$ cat src/rtl/nco_sweep_sequencer_pkg.sv
// Shared types and width constants for the NCO sweep sequencer.
// Optional build macro NCO_SWEEP_TAG_EN (step tag in the upper bits of each
// memory word) is consumed by nco_sweep_mem_writer.
package nco_sweep_pkg;

  localparam int NCO_IN_W  = 32;
  localparam int NCO_OUT_W = 36;
  localparam int MEM_AW    = 14;
  localparam int MEM_DW    = 64;
  localparam int MEM_BE_W  = MEM_DW / 8;
  localparam int STEP_W    = 16;

  typedef enum logic [2:0] {
    IDLE,
    LOAD,
    SETTLE,
    CAPTURE,
    NEXT,
    DONE
  } state_t;

endpackage

$ cat src/rtl/nco_sweep_sequencer_if.sv
// Memory s2 slave-port bundle. The sequencer drives it as master; the
// on-chip memory (or a bench) observes it as slave.
interface nco_sweep_mem_if
  import nco_sweep_pkg::*;
  ();

  logic [MEM_AW-1:0]   address;
  logic                chipselect;
  logic                clken;
  logic                write;
  logic [MEM_DW-1:0]   writedata;
  logic [MEM_BE_W-1:0] byteenable;

  modport master (
    output address, chipselect, clken, write, writedata, byteenable
  );

  modport slave (
    input address, chipselect, clken, write, writedata, byteenable
  );

endinterface

$ cat src/rtl/nco_sweep_mem_writer.sv
// Registered s2 write stage with the capture address pointer and overflow
// detection. The pointer stops at the top word and never wraps; once that
// word has been written, any further write request is dropped and flags
// overflow. Build macro NCO_SWEEP_TAG_EN puts the step index in [63:48].
module nco_sweep_mem_writer
  import nco_sweep_pkg::*;
(
  input  logic                 clk,
  input  logic                 rst_n,
  input  logic                 load,
  input  logic [MEM_AW-1:0]    base_addr,
  input  logic                 wr_req,
  input  logic [NCO_OUT_W-1:0] sample,
  input  logic [STEP_W-1:0]    step_idx,
  output logic                 full,
  output logic                 overflow,
  nco_sweep_mem_if.master      mem
);

  logic [MEM_AW-1:0] ptr;
  logic [MEM_DW-1:0] wdata;

`ifdef NCO_SWEEP_TAG_EN
  // Tag each word with its step so software can split the capture buffer.
  always_comb begin
    wdata = {step_idx, {(MEM_DW - STEP_W - NCO_OUT_W){1'b0}}, sample};
  end
`else
  logic unused_step_idx;
  assign unused_step_idx = ^step_idx;

  // Plain zero-extended sample.
  always_comb begin
    wdata = {{(MEM_DW - NCO_OUT_W){1'b0}}, sample};
  end
`endif

  // Write strobes are single-cycle; address/data hold their last value.
  always_ff @(posedge clk or negedge rst_n) begin
    if (!rst_n) begin
      ptr            <= '0;
      full           <= 1'b0;
      overflow       <= 1'b0;
      mem.address    <= '0;
      mem.chipselect <= 1'b0;
      mem.clken      <= 1'b0;
      mem.write      <= 1'b0;
      mem.writedata  <= '0;
      mem.byteenable <= '0;
    end else begin
      mem.chipselect <= 1'b0;
      mem.clken      <= 1'b0;
      mem.write      <= 1'b0;
      mem.byteenable <= '0;
      if (load) begin
        ptr      <= base_addr;
        full     <= 1'b0;
        overflow <= 1'b0;
      end else if (wr_req) begin
        if (full) begin
          overflow <= 1'b1;
        end else begin
          mem.address    <= ptr;
          mem.writedata  <= wdata;
          mem.byteenable <= '1;
          mem.chipselect <= 1'b1;
          mem.clken      <= 1'b1;
          mem.write      <= 1'b1;
          if (ptr == '1) full <= 1'b1;
          else           ptr  <= ptr + 1'b1;
        end
      end
    end
  end

endmodule

$ cat src/rtl/nco_sweep_sequencer.sv
// NCO frequency-sweep sequencer: per step, loads a phase increment, discards
// settling samples, then captures samples into memory via the s2 port.
// Build macro NCO_SWEEP_TAG_EN (see nco_sweep_mem_writer) tags words by step.
//
//   state   | meaning
//   IDLE    | waiting for start
//   LOAD    | nco_in_valid strobe with current increment
//   SETTLE  | discarding SETTLE_SAMPLES samples
//   CAPTURE | forwarding samples to the memory writer
//   NEXT    | advance increment, count down steps
//   DONE    | one-cycle done pulse
module nco_sweep_sequencer
  import nco_sweep_pkg::*;
#(
  parameter int SETTLE_SAMPLES = 8
) (
  input  logic                 clk_clk,
  input  logic                 reset_reset_n,
  input  logic                 start,
  input  logic                 abort,
  input  logic [NCO_IN_W-1:0]  phase_inc,
  input  logic [NCO_IN_W-1:0]  phase_step,
  input  logic [STEP_W-1:0]    num_steps,
  input  logic [MEM_AW-1:0]    samples_per_step,
  input  logic [MEM_AW-1:0]    base_addr,
  output logic                 busy,
  output logic                 done,
  output logic                 overflow,
  output logic                 nco_in_valid,
  output logic [NCO_IN_W-1:0]  nco_in_data,
  input  logic [NCO_OUT_W-1:0] nco_out_data,
  input  logic                 nco_out_valid,
  nco_sweep_mem_if.master      mem
);

  localparam int SETTLE_W = $clog2(SETTLE_SAMPLES + 1);

  state_t              state;
  logic [NCO_IN_W-1:0] inc;
  logic [NCO_IN_W-1:0] step;
  logic [STEP_W-1:0]   steps_left;
  logic [STEP_W-1:0]   step_idx;
  logic [MEM_AW-1:0]   spp;
  logic [MEM_AW-1:0]   cap_cnt;
  logic [SETTLE_W-1:0] settle_cnt;
  logic                accept;
  logic                wr_req;
  logic                full;

  assign accept = (state == IDLE) && start;
  // A sample arriving with abort is dropped so no strobe follows an abort.
  assign wr_req = (state == CAPTURE) && nco_out_valid && !abort;

  // Sweep controller; outputs are registered alongside the state.
  always_ff @(posedge clk_clk or negedge reset_reset_n) begin
    if (!reset_reset_n) begin
      state        <= IDLE;
      inc          <= '0;
      step         <= '0;
      steps_left   <= '0;
      step_idx     <= '0;
      spp          <= '0;
      cap_cnt      <= '0;
      settle_cnt   <= '0;
      busy         <= 1'b0;
      done         <= 1'b0;
      nco_in_valid <= 1'b0;
      nco_in_data  <= '0;
    end else if (abort && state != IDLE) begin
      state        <= IDLE;
      busy         <= 1'b0;
      done         <= 1'b0;
      nco_in_valid <= 1'b0;
    end else begin
      case (state)
        IDLE: begin
          done <= 1'b0;
          if (start) begin
            inc        <= phase_inc;
            step       <= phase_step;
            steps_left <= num_steps;
            spp        <= samples_per_step;
            step_idx   <= '0;
            busy       <= 1'b1;
            if (num_steps == '0) begin
              state <= DONE;
              done  <= 1'b1;
            end else begin
              state        <= LOAD;
              nco_in_valid <= 1'b1;
              nco_in_data  <= phase_inc;
            end
          end
        end
        LOAD: begin
          nco_in_valid <= 1'b0;
          settle_cnt   <= SETTLE_W'(SETTLE_SAMPLES);
          state        <= SETTLE;
        end
        SETTLE: begin
          if (nco_out_valid) begin
            settle_cnt <= settle_cnt - 1'b1;
            if (settle_cnt == SETTLE_W'(1)) begin
              cap_cnt <= spp;
              state   <= (spp == '0) ? NEXT : CAPTURE;
            end
          end
        end
        CAPTURE: begin
          if (nco_out_valid) begin
            if (full) begin
              state <= DONE;
              done  <= 1'b1;
            end else begin
              cap_cnt <= cap_cnt - 1'b1;
              if (cap_cnt == MEM_AW'(1)) state <= NEXT;
            end
          end
        end
        NEXT: begin
          inc        <= inc + step;
          steps_left <= steps_left - 1'b1;
          step_idx   <= step_idx + 1'b1;
          if (steps_left == STEP_W'(1)) begin
            state <= DONE;
            done  <= 1'b1;
          end else begin
            state        <= LOAD;
            nco_in_valid <= 1'b1;
            nco_in_data  <= inc + step;
          end
        end
        DONE: begin
          done  <= 1'b0;
          busy  <= 1'b0;
          state <= IDLE;
        end
        default: state <= IDLE;
      endcase
    end
  end

  nco_sweep_mem_writer u_writer (
    .clk       (clk_clk),
    .rst_n     (reset_reset_n),
    .load      (accept),
    .base_addr (base_addr),
    .wr_req    (wr_req),
    .sample    (nco_out_data),
    .step_idx  (step_idx),
    .full      (full),
    .overflow  (overflow),
    .mem       (mem)
  );

endmodule

$ cat src/flat_wrapper.sv
// flat-port wrapper written by rule: the top's interface ports become plain ports
module nco_sweep_sequencer_flat import nco_sweep_pkg::*;
#(
  parameter int SETTLE_SAMPLES = 8
)
  (clk_clk, reset_reset_n, start, abort, phase_inc, phase_step, num_steps, samples_per_step, base_addr, busy, done, overflow, nco_in_valid, nco_in_data, nco_out_data, nco_out_valid, mem_address, mem_chipselect, mem_clken, mem_write, mem_writedata, mem_byteenable);
  nco_sweep_mem_if mem_i ();
  input  logic clk_clk;
  input  logic reset_reset_n;
  input  logic start;
  input  logic abort;
  input  logic [NCO_IN_W-1:0] phase_inc;
  input  logic [NCO_IN_W-1:0] phase_step;
  input  logic [STEP_W-1:0] num_steps;
  input  logic [MEM_AW-1:0] samples_per_step;
  input  logic [MEM_AW-1:0] base_addr;
  output logic busy;
  output logic done;
  output logic overflow;
  output logic nco_in_valid;
  output logic [NCO_IN_W-1:0] nco_in_data;
  input  logic [NCO_OUT_W-1:0] nco_out_data;
  input  logic nco_out_valid;
  output wire logic [$bits(mem_i.address)-1:0] mem_address;
  output wire logic [$bits(mem_i.chipselect)-1:0] mem_chipselect;
  output wire logic [$bits(mem_i.clken)-1:0] mem_clken;
  output wire logic [$bits(mem_i.write)-1:0] mem_write;
  output wire logic [$bits(mem_i.writedata)-1:0] mem_writedata;
  output wire logic [$bits(mem_i.byteenable)-1:0] mem_byteenable;
  assign mem_address = mem_i.address;
  assign mem_chipselect = mem_i.chipselect;
  assign mem_clken = mem_i.clken;
  assign mem_write = mem_i.write;
  assign mem_writedata = mem_i.writedata;
  assign mem_byteenable = mem_i.byteenable;
  nco_sweep_sequencer #(.SETTLE_SAMPLES(SETTLE_SAMPLES)) u_core (.clk_clk(clk_clk), .reset_reset_n(reset_reset_n), .start(start), .abort(abort), .phase_inc(phase_inc), .phase_step(phase_step), .num_steps(num_steps), .samples_per_step(samples_per_step), .base_addr(base_addr), .busy(busy), .done(done), .overflow(overflow), .nco_in_valid(nco_in_valid), .nco_in_data(nco_in_data), .nco_out_data(nco_out_data), .nco_out_valid(nco_out_valid), .mem(mem_i));
endmodule
$ cat config.mk
export PLATFORM = sky130hd
export DESIGN_NAME = nco_sweep_sequencer_flat
export DESIGN_NICKNAME = d
export VERILOG_FILES = /design/src/rtl/nco_sweep_sequencer_pkg.sv /design/src/rtl/nco_sweep_sequencer_if.sv /design/src/rtl/nco_sweep_mem_writer.sv /design/src/rtl/nco_sweep_sequencer.sv /design/src/flat_wrapper.sv
export SDC_FILE = /design/constraint.sdc
export NUM_CORES = 1
export LEC_CHECK = 0
export ABC_CLOCK_PERIOD_IN_PS = 3400
export CORE_MARGIN = 1
export CORE_UTILIZATION = 45
export DETAILED_ROUTE_END_ITERATION = 16
export GPL_TIMING_DRIVEN = 0
export PLACE_DENSITY = 0.73
export SLEW_MARGIN = 20
export SYNTH_ARGS = -nofsm -noshare
export SYNTH_HDL_FRONTEND = slang
export SYNTH_SLANG_ARGS = --single-unit
$ cat constraint.sdc
create_clock -name clk_clk -period 3.4 [get_ports clk_clk]
set_input_delay 0.68 -clock clk_clk [delete_from_list [all_inputs] [get_ports clk_clk]]
set_output_delay 0.68 -clock clk_clk [all_outputs]
set_load 0.03 [all_outputs]
==> impl_results.md, run 1 <==
- Area Growth Syn to Fin: 33.54%
- Psw: 6.730 mW
- Clk_skew: 0.008398 ns
- Kind of critical path: reg -> reg
- Reg clk slew, reported paths: 0.06 ns
- Placed cell area: 14570 um2
- Routed len/inst: 16.65 um
- Total Die Area: 26290 um2
- CP required: 3.80 ns
- Post-Synthesis Cells: 1356
- Critical Path Source Type: register
- Clock Tree Buf Depth: 3
- Part of the cycle the worst path needs: 94.69%
- Die width: 162.1 um
- Slowest CP cell: a221oi_2
- Sequential Power Share: 30.5%
- Total power: 15.34 mW
- Met1 wire length: 14680 um
- Core area: 25180 um2
- Initial antenna violation count: 0
- CP peak stage delay: 0.41 ns
- Seq/Total Area, Yosys: 47.06%
- Layout cell share with drive strength beyond 1: 6.631%
- Post-synth top area cell: dfrtp_1
- Mapped Area: 11540 um2
- Post-route setup slack: 0.1805 ns
- CP Data Arrival Time: 3.62 ns
- Clock power share: 16.9%
- GRT Util Overall: 25.66%
- Hold Vio Cnt, Final: 0
- Drt drc: 0
- Vias in the first global route: 10200
- Largest net degree at the start of global routing: 75
- Synth top area cells: dfrtp_1 47%, nand2_1 12%, a21oi_1 4.8%
- Crit Path Max Fanout: 6
- Post-DP HPWL: 24870 um
- Tightest Pin Transition: 0.9630 ns
- Final std cells w/o fill: 2004
- P_int: 8.606 mW
- Met2 wire length: 16060 um
- Cells after DPL: 1960
- Final wirelength: 33370 um
- Diodes inserted: 0
- Status: completed
- CP Cell Sequence: ha_1 > a211oi_2 > o211ai_1 > a221oi_2 > a31oi_2 > a31o_1 > a221o_1 > a41oi_2 > mux2i_1 > nand3_1
- Via-per-instance ratio: 5.300
- H-Tree Depth: 1
- Fin Setup TNS: 0 ns
- Total congestion overflow: 0
- Final slew viol count: 0
- TritonCTS buffer count: 25
- Tmin final: 3.220 ns
- Reg2Reg Setup Slack: 0.18 ns
- Ys Warns: 0
- I/O Pins: 274
- Clk Latency, worst-skew pair: 0.52 ns
- WL met3: 2076 um
- Asr flop ratio synth: 100.0%
- EDFF count, synth: 0
- DR vias: 10620
- Critical Path End Type: register
- Net total in the final layout: 1846
- #FFs+latches synth: 217
- Syn avg cell area: 8.509 um2
- Pre-CTS setup slack: -0.3484 ns
- Peak supply drop: 0.5099 mV
- Die height: 162.1 um
- Top Layer Used: met4
- Ys flop type: dfrtp_1
- Unique masters post-synth: 66
- Final Cell Area: 15410 um2
- Commonest non-fill, non-tap cells in the layout: 364 x nand2_1, 244 x clkdlybuf4s50_1, 217 x dfrtp_1
- Switching part of the total: 43.88%
- Max Clk Rate: 0.3106 GHz
- DR pass1 iterations: 5
- Leakage power total: 6.935 nW
- DR iter-0 viols: 746
- Final RePlAce weighted congestion: 0.9378
- CTS Root Cell: clkbuf_16
- Final hold slack: 0.1218 ns
- Port buffer count: 245
- Worst hold path type: in -> async
- Commonest non-fill, non-tap cell in the layout: nand2_1
- Std cell rows: 58
- Post-synth top area share: 47.06%
- First-pass GRT wire length: 53480 um
- Pwr Density: 995.2 nW/um2
- # Max-Cap Violations: 0
- Layout Utilization: 61.19%
- Setup violations, final: 0
- Initial core utilization: 45.82%
- Post-route ant nets: 0
- Combinational power share: 52.6%
- Clock Sinks: 217
- CTS tree: yes
- Relative slew slack: 35.80%
[power by group through the flow]
| stage | sequential, mW | clock [mW] | combinational [mW] |
|---|---|---|---|
| finish | 4.68 | 2.59 | 8.07 |
| global route | 4.84 | 2.75 | 8.90 |
| CTS | 4.67 | 2.65 | 8.00 |
| detailed placement | 4.70 | 0 | 7.92 |
| global placement | 4.66 | 0 | 7.77 |
| floorplan | 5.40 | 0 | 4.60 |
[state kept, by name (all words and copies together) (netlist names)]
signal and cells:
u_core.busy 1, u_core.cap_cnt 14, u_core.done 1, u_core.inc 32, u_core.nco_in_data 32, u_core.nco_in_valid 1
u_core.settle_cnt 4, u_core.spp 14, u_core.state 3, u_core.step 32, u_core.steps_left 16, u_core.u_writer.full 1
u_core.u_writer.mem.address 14, u_core.u_writer.mem.byteenable 1, u_core.u_writer.mem.writedata 36, u_core.u_writer.overflow 1, u_core.u_writer.ptr 14
[synthesized netlist by cell type (all sizes together) (4+ instances only)]
master / count
nand2: 364
inv: 18
nor2: 102
nand4: 8
mux2i: 17
nand2b: 10
ha: 38
o21ai: 117
buf: 47
o21a: 9
nor2b: 10
and2: 9
a221oi: 4
a21o: 16
a31oi: 9
o22ai: 7
clkbuf: 55
a211oi: 8
nor4: 13
dfrtp: 217
xor2: 15
or3: 4
nand3: 25
and3: 8
a22oi: 16
a21oi: 110
xnor2: 23
mux2: 9
nor3: 24
[routing by layer]
metal / vias up / GRT usage (%)
met5: - / 0
met4: 0 / 4.846
met3: 39 / 3.856
met2: 355 / 43.41
met1: 5032 / 35.06
li1: 5195 / -
[path summary, 6_finish.rpt]
kind	start	to	cells after the start
max in group asynchronous	reset_reset_n	u_core.cap_cnt[7]$_DFFE_PN0P_	3
worst min register to register	u_core.u_writer.mem.writedata[7]$_DFFE_PN0P_	u_core.u_writer.mem.writedata[7]$_DFFE_PN0P_	2
worst max register to register	u_core.step[6]$_DFFE_PN0P_	u_core.nco_in_data[31]$_DFFE_PN0P_	10
worst min-delay path	reset_reset_n	u_core.step[11]$_DFFE_PN0P_	1
min in group clk_clk	u_core.u_writer.mem.writedata[7]$_DFFE_PN0P_	u_core.u_writer.mem.writedata[7]$_DFFE_PN0P_	2
worst max-delay path	u_core.step[6]$_DFFE_PN0P_	u_core.nco_in_data[31]$_DFFE_PN0P_	10
[area by class of cell]
cell class                      instances  area (um2)
Fill cell                            2248        9773
Multi-Input combinational cell       1045        5657
Sequential cell                       217        5430
Timing Repair Buffer                  248        2520
Clock buffer                           34       709.4
Buffer                                102       531.8
Tap cell                              330       412.9
Clock inverter                          9       76.32
Inverter                               19       71.32
[cell families after synthesis]
family	after synthesis	share of synthesized area, %
xor gates and xnor gates	38	2.884
other	1	0.03250
adders and majority gates	39	4.294
buffers and inverters	121	5.194
and+or+nand+nor	590	21.62
DFF	217	47.06
AOI/OAI and AO/OA	324	16.56
muxes	26	2.353
[timing repair]
action | CTS | global route
pin swaps | 1 | 1
gates resized for setup | 2 | 13
setup buffers | 1 | 0
hold buffers | 0 | 0
endpoints found under the setup margin | 37 | 59
gates cloned | 0 | 0
endpoints found under the hold margin | 0 | 0
[worst max-delay path: cells and delay by family, from the launching register on]
family / cells / cell delay [ns]
adders and majority gates: 1 / 0.39
AOI/OAI and AO/OA: 7 / 2.02
DFF: 1 / 0.40
muxes: 1 / 0.21
and+or+nand+nor: 1 / 0.08
Power figures use the tool's default switching activity.
==> run 2: changes to the inputs <==
- SLEW_MARGIN: 20 -> unset
==> results of run 2 <==
The final DEF is identical to that of run 1; final timing and power are the same.
==> run 3: changes to the inputs <==
- CORE_ASPECT_RATIO: unset -> 1.75
==> run 3 against run 2 <==
Compared with the run above:
- combinational power up 1%
- non-clock buffer count shrank 1
- sequential power barely moved
- clock skew is 0.0089 ns higher
- via count increased by 1.1%
- cell count is 0.55% lower
- power grew 1.4%
- sequential share of layout area hardly changed
- global-route usage rose by 2.5 points
- sequential cell count unchanged
- first-iteration DRC count decreased by 28%
- clock power rose by 3%
- critical path type unchanged
- critical endpoint is now u_core.inc[24]$_DFFE_PN0P_
- largest power group unchanged
- highest routed layer unchanged
==> impl_results.md, run 3 (synthesis gave the netlist of run 1 again) <==
- Status: completed
- CTS Root Cell: clkbuf_16
- Kind of critical path: reg -> reg
- Total Die Area: 26310 um2 (about the same)
- Final std cells w/o fill: 1993 (-0.55%)
- Critical Path End Type: register
- Hold Vio Cnt, Final: 0 (unchanged)
- Met1 wire length: 12760 um (-13%)
- CTS tree: yes
- # Max-Cap Violations: 0 (unchanged)
- Hold Buf Count CTS: 0 (unchanged)
- Worst hold path type: in -> async
- Setup violations, final: 0 (unchanged)
- Routed len/inst: 18.18 um (+9.2%)
- Leakage power total: 6.924 nW (-0.16%)
- Area Growth Syn to Fin: 33.41% (about the same)
- Max reg flops: 36 (unchanged)
- Net total in the final layout: 1843 (-0.16%)
- Final slew viol count: 0 (unchanged)
- Commonest non-fill, non-tap cells in the layout: 364 x nand2_1, 244 x clkdlybuf4s50_1, 217 x dfrtp_1
- Setup Fix Bufs, Post-CTS: 0 (-1)
- Clock Tree Buf Depth: 3 (unchanged)
- Tightest Pin Transition: 1.175 ns (+0.2122 ns)
- Cells after DPL: 1946 (-0.71%)
- Drt drc: 0 (unchanged)
- Post-route ant nets: 0 (unchanged)
- Clock Sinks: 217 (unchanged)
- DR iter-0 viols: 537 (-28%)
- Fillers: 2283 (+1.6%)
- Layout Utilization: 60.98% (-0.21 points)
- Critical path launch point: u_core.step[0]$_DFFE_PN0P_
- Critical Path Source Type: register
- Final wirelength: 36230 um (+8.6%)
- Total congestion overflow: 0 (unchanged)
- I/O Pins: 274 (unchanged)
- Relative slew slack: 20.93% (-15 points)
- Max Clk Rate: 0.3033 GHz (-2.3%)
- Initial core utilization: 45.71% (-0.11 points)
- Final hold slack: 0.03304 ns (-0.08880 ns)
- Crit Reg-Reg Endpoint: u_core.inc[24]$_DFFE_PN0P_
- RR Startpoint: u_core.step[0]$_DFFE_PN0P_
- Reg2Reg Setup Slack: 0.10 ns (-0.08 ns)
- Tmin final: 3.297 ns (+0.07719 ns)
- Layout cell share with drive strength beyond 1: 6.284% (-0.35 points)
- Peak supply drop: 0.4871 mV (-4.5%)
- DR pass1 iterations: 5 (unchanged)
- Fin Setup TNS: 0 ns (unchanged)
- First-pass GRT wire length: 56530 um (+5.7%)
- Clk Latency, worst-skew pair: 0.53 ns (about the same)
- RSZ-0062 raised after global routing: yes
- Reg2reg path depth: 10 (unchanged)
- CP Data Arrival Time: 3.69 ns (+0.07 ns)
- Core area: 25240 um2 (+0.24%)
- CP endpoint: u_core.inc[24]$_DFFE_PN0P_
- Die width: 123.0 um (-24%)
- Die height: 213.8 um (+32%)
- Port buffer count: 245 (unchanged)
- Top reg by flops: u_core.u_writer.mem.writedata
- Via-per-instance ratio: 5.385 (+1.6%)
- Top Layer Used: met4
- Final RePlAce weighted congestion: 0.9646 (+2.9%)
- WL met3: 1781 um (-14%)
- CP required: 3.79 ns (about the same)
- H-Tree Depth: 1 (unchanged)
- DR vias: 10730 (+1.1%)
- Initial antenna violation count: 6 (+6)
- Pwr Density: 1010 nW/um2 (+1.5%)
- GRT Util Overall: 28.15% (+2.5 points)
- Met2 wire length: 19440 um (+21%)
- TritonCTS buffer count: 23 (-8.0%)
- Clk_skew: 0.01731 ns (+0.008908 ns)
- Reg clk slew, reported paths: 0.06 ns (about the same)
- Vias in the first global route: 11010 (+7.9%)
- Crit Path Max Fanout: 4 (-2)
- Post-DP HPWL: 27660 um (+11%)
- Std cell rows: 77 (+33%)
- Part of the cycle the worst path needs: 96.96% (+2.3 points)
- Commonest non-fill, non-tap cell in the layout: nand2_1
- Largest net degree at the start of global routing: 100 (+33%)
[run 3: changes by cell type in the layout (fill, tap and decap cells not counted), moves of 2 or more]
cell	delta
diode_2	+6
bufinv_16	+3
clkbuf_1	+3
clkbuf_8	-3
clkbuf_16	-2
clkinv_2	-2
inv_6	+2
[run 3: cell type report]
| type | count | area, um2 | area share, % |
|---|---|---|---|
| diodes | 6 | 15.01 | 0.09754 |
| plain buffers | 102 | 530.5 | 3.446 |
| clock buffers | 31 | 625.6 | 4.064 |
| clock inverters | 10 | 157.7 | 1.024 |
| inverters | 19 | 71.32 | 0.4633 |
| multi-input cells | 1045 | 5655 | 36.74 |
| flip-flops and latches | 217 | 5430 | 35.28 |
| well taps | 316 | 395.4 | 2.568 |
| repair buffers | 247 | 2512 | 16.32 |
[run 3: where the power goes]
| part | switching, mW | internal [mW] | leakage (nW) |
|---|---|---|---|
| Combinational | 4.90 | 3.27 | 3.87 |
| Clock | 1.08 | 1.60 | 0.386 |
| Sequential | 0.916 | 3.78 | 2.66 |
| Total | 6.90 | 8.65 | 6.92 |
[run 3: worst min-delay path by stage]
stage                                                  start                                             to  slack (ns)  cells after the start
6_report                                       reset_reset_n                    u_core.step[15]$_DFFE_PN0P_        0.03                      1
5_1_grt                                        reset_reset_n             u_core.nco_in_data[15]$_DFFE_PN0P_        0.05                      1
4_1_cts                                        reset_reset_n                    u_core.step[15]$_DFFE_PN0P_        0.03                      1
3_5_place_dp   u_core.u_writer.mem.writedata[22]$_DFFE_PN0P_  u_core.u_writer.mem.writedata[22]$_DFFE_PN0P_        0.46                      2
3_3_place_gp      u_core.u_writer.mem.address[0]$_DFFE_PN0P_     u_core.u_writer.mem.address[0]$_DFFE_PN0P_        0.46                      2
2_1_floorplan                                  reset_reset_n                        u_core.busy$_DFFE_PN0P_        0.38                      0
[run 3: worst max-delay path: stages, from the launching register on]
cell,delay (ns)
dfrtp_1,0.39
ha_1,0.26
fa_1,0.47
a211oi_2,0.36
nor4_1,0.16
nor4b_2,0.44
nor2_1,0.18
a21o_1,0.24
a221oi_2,0.28
xor2_1,0.26
o21ai_0,0.11
[run 3: repair_timing]
action / CTS / global route
setup endpoints to repair: 34 / 53
pin swaps: 0 / 0
resized for setup: 3 / 9
endpoints found under the hold margin: 0 / 0
[run 3: routing by layer]
metal	global-route usage, %	vias up
li1	-	5181
met1	29.25	5064
met2	52.46	375
met3	3.537	113
met4	17.82	0
met5	0	-
[run 3: stage by stage]
stage          worst slack, ns  area, um2  power, mW
6_report                0.1033      15390      15.55
5_1_grt               -0.02768      15390      16.64
4_1_cts               0.005284      15340      15.53
3_5_place_dp           -0.2405      14550      12.77
3_3_place_gp            -7.713      14490      12.58
2_1_floorplan           0.5512      11640      9.990
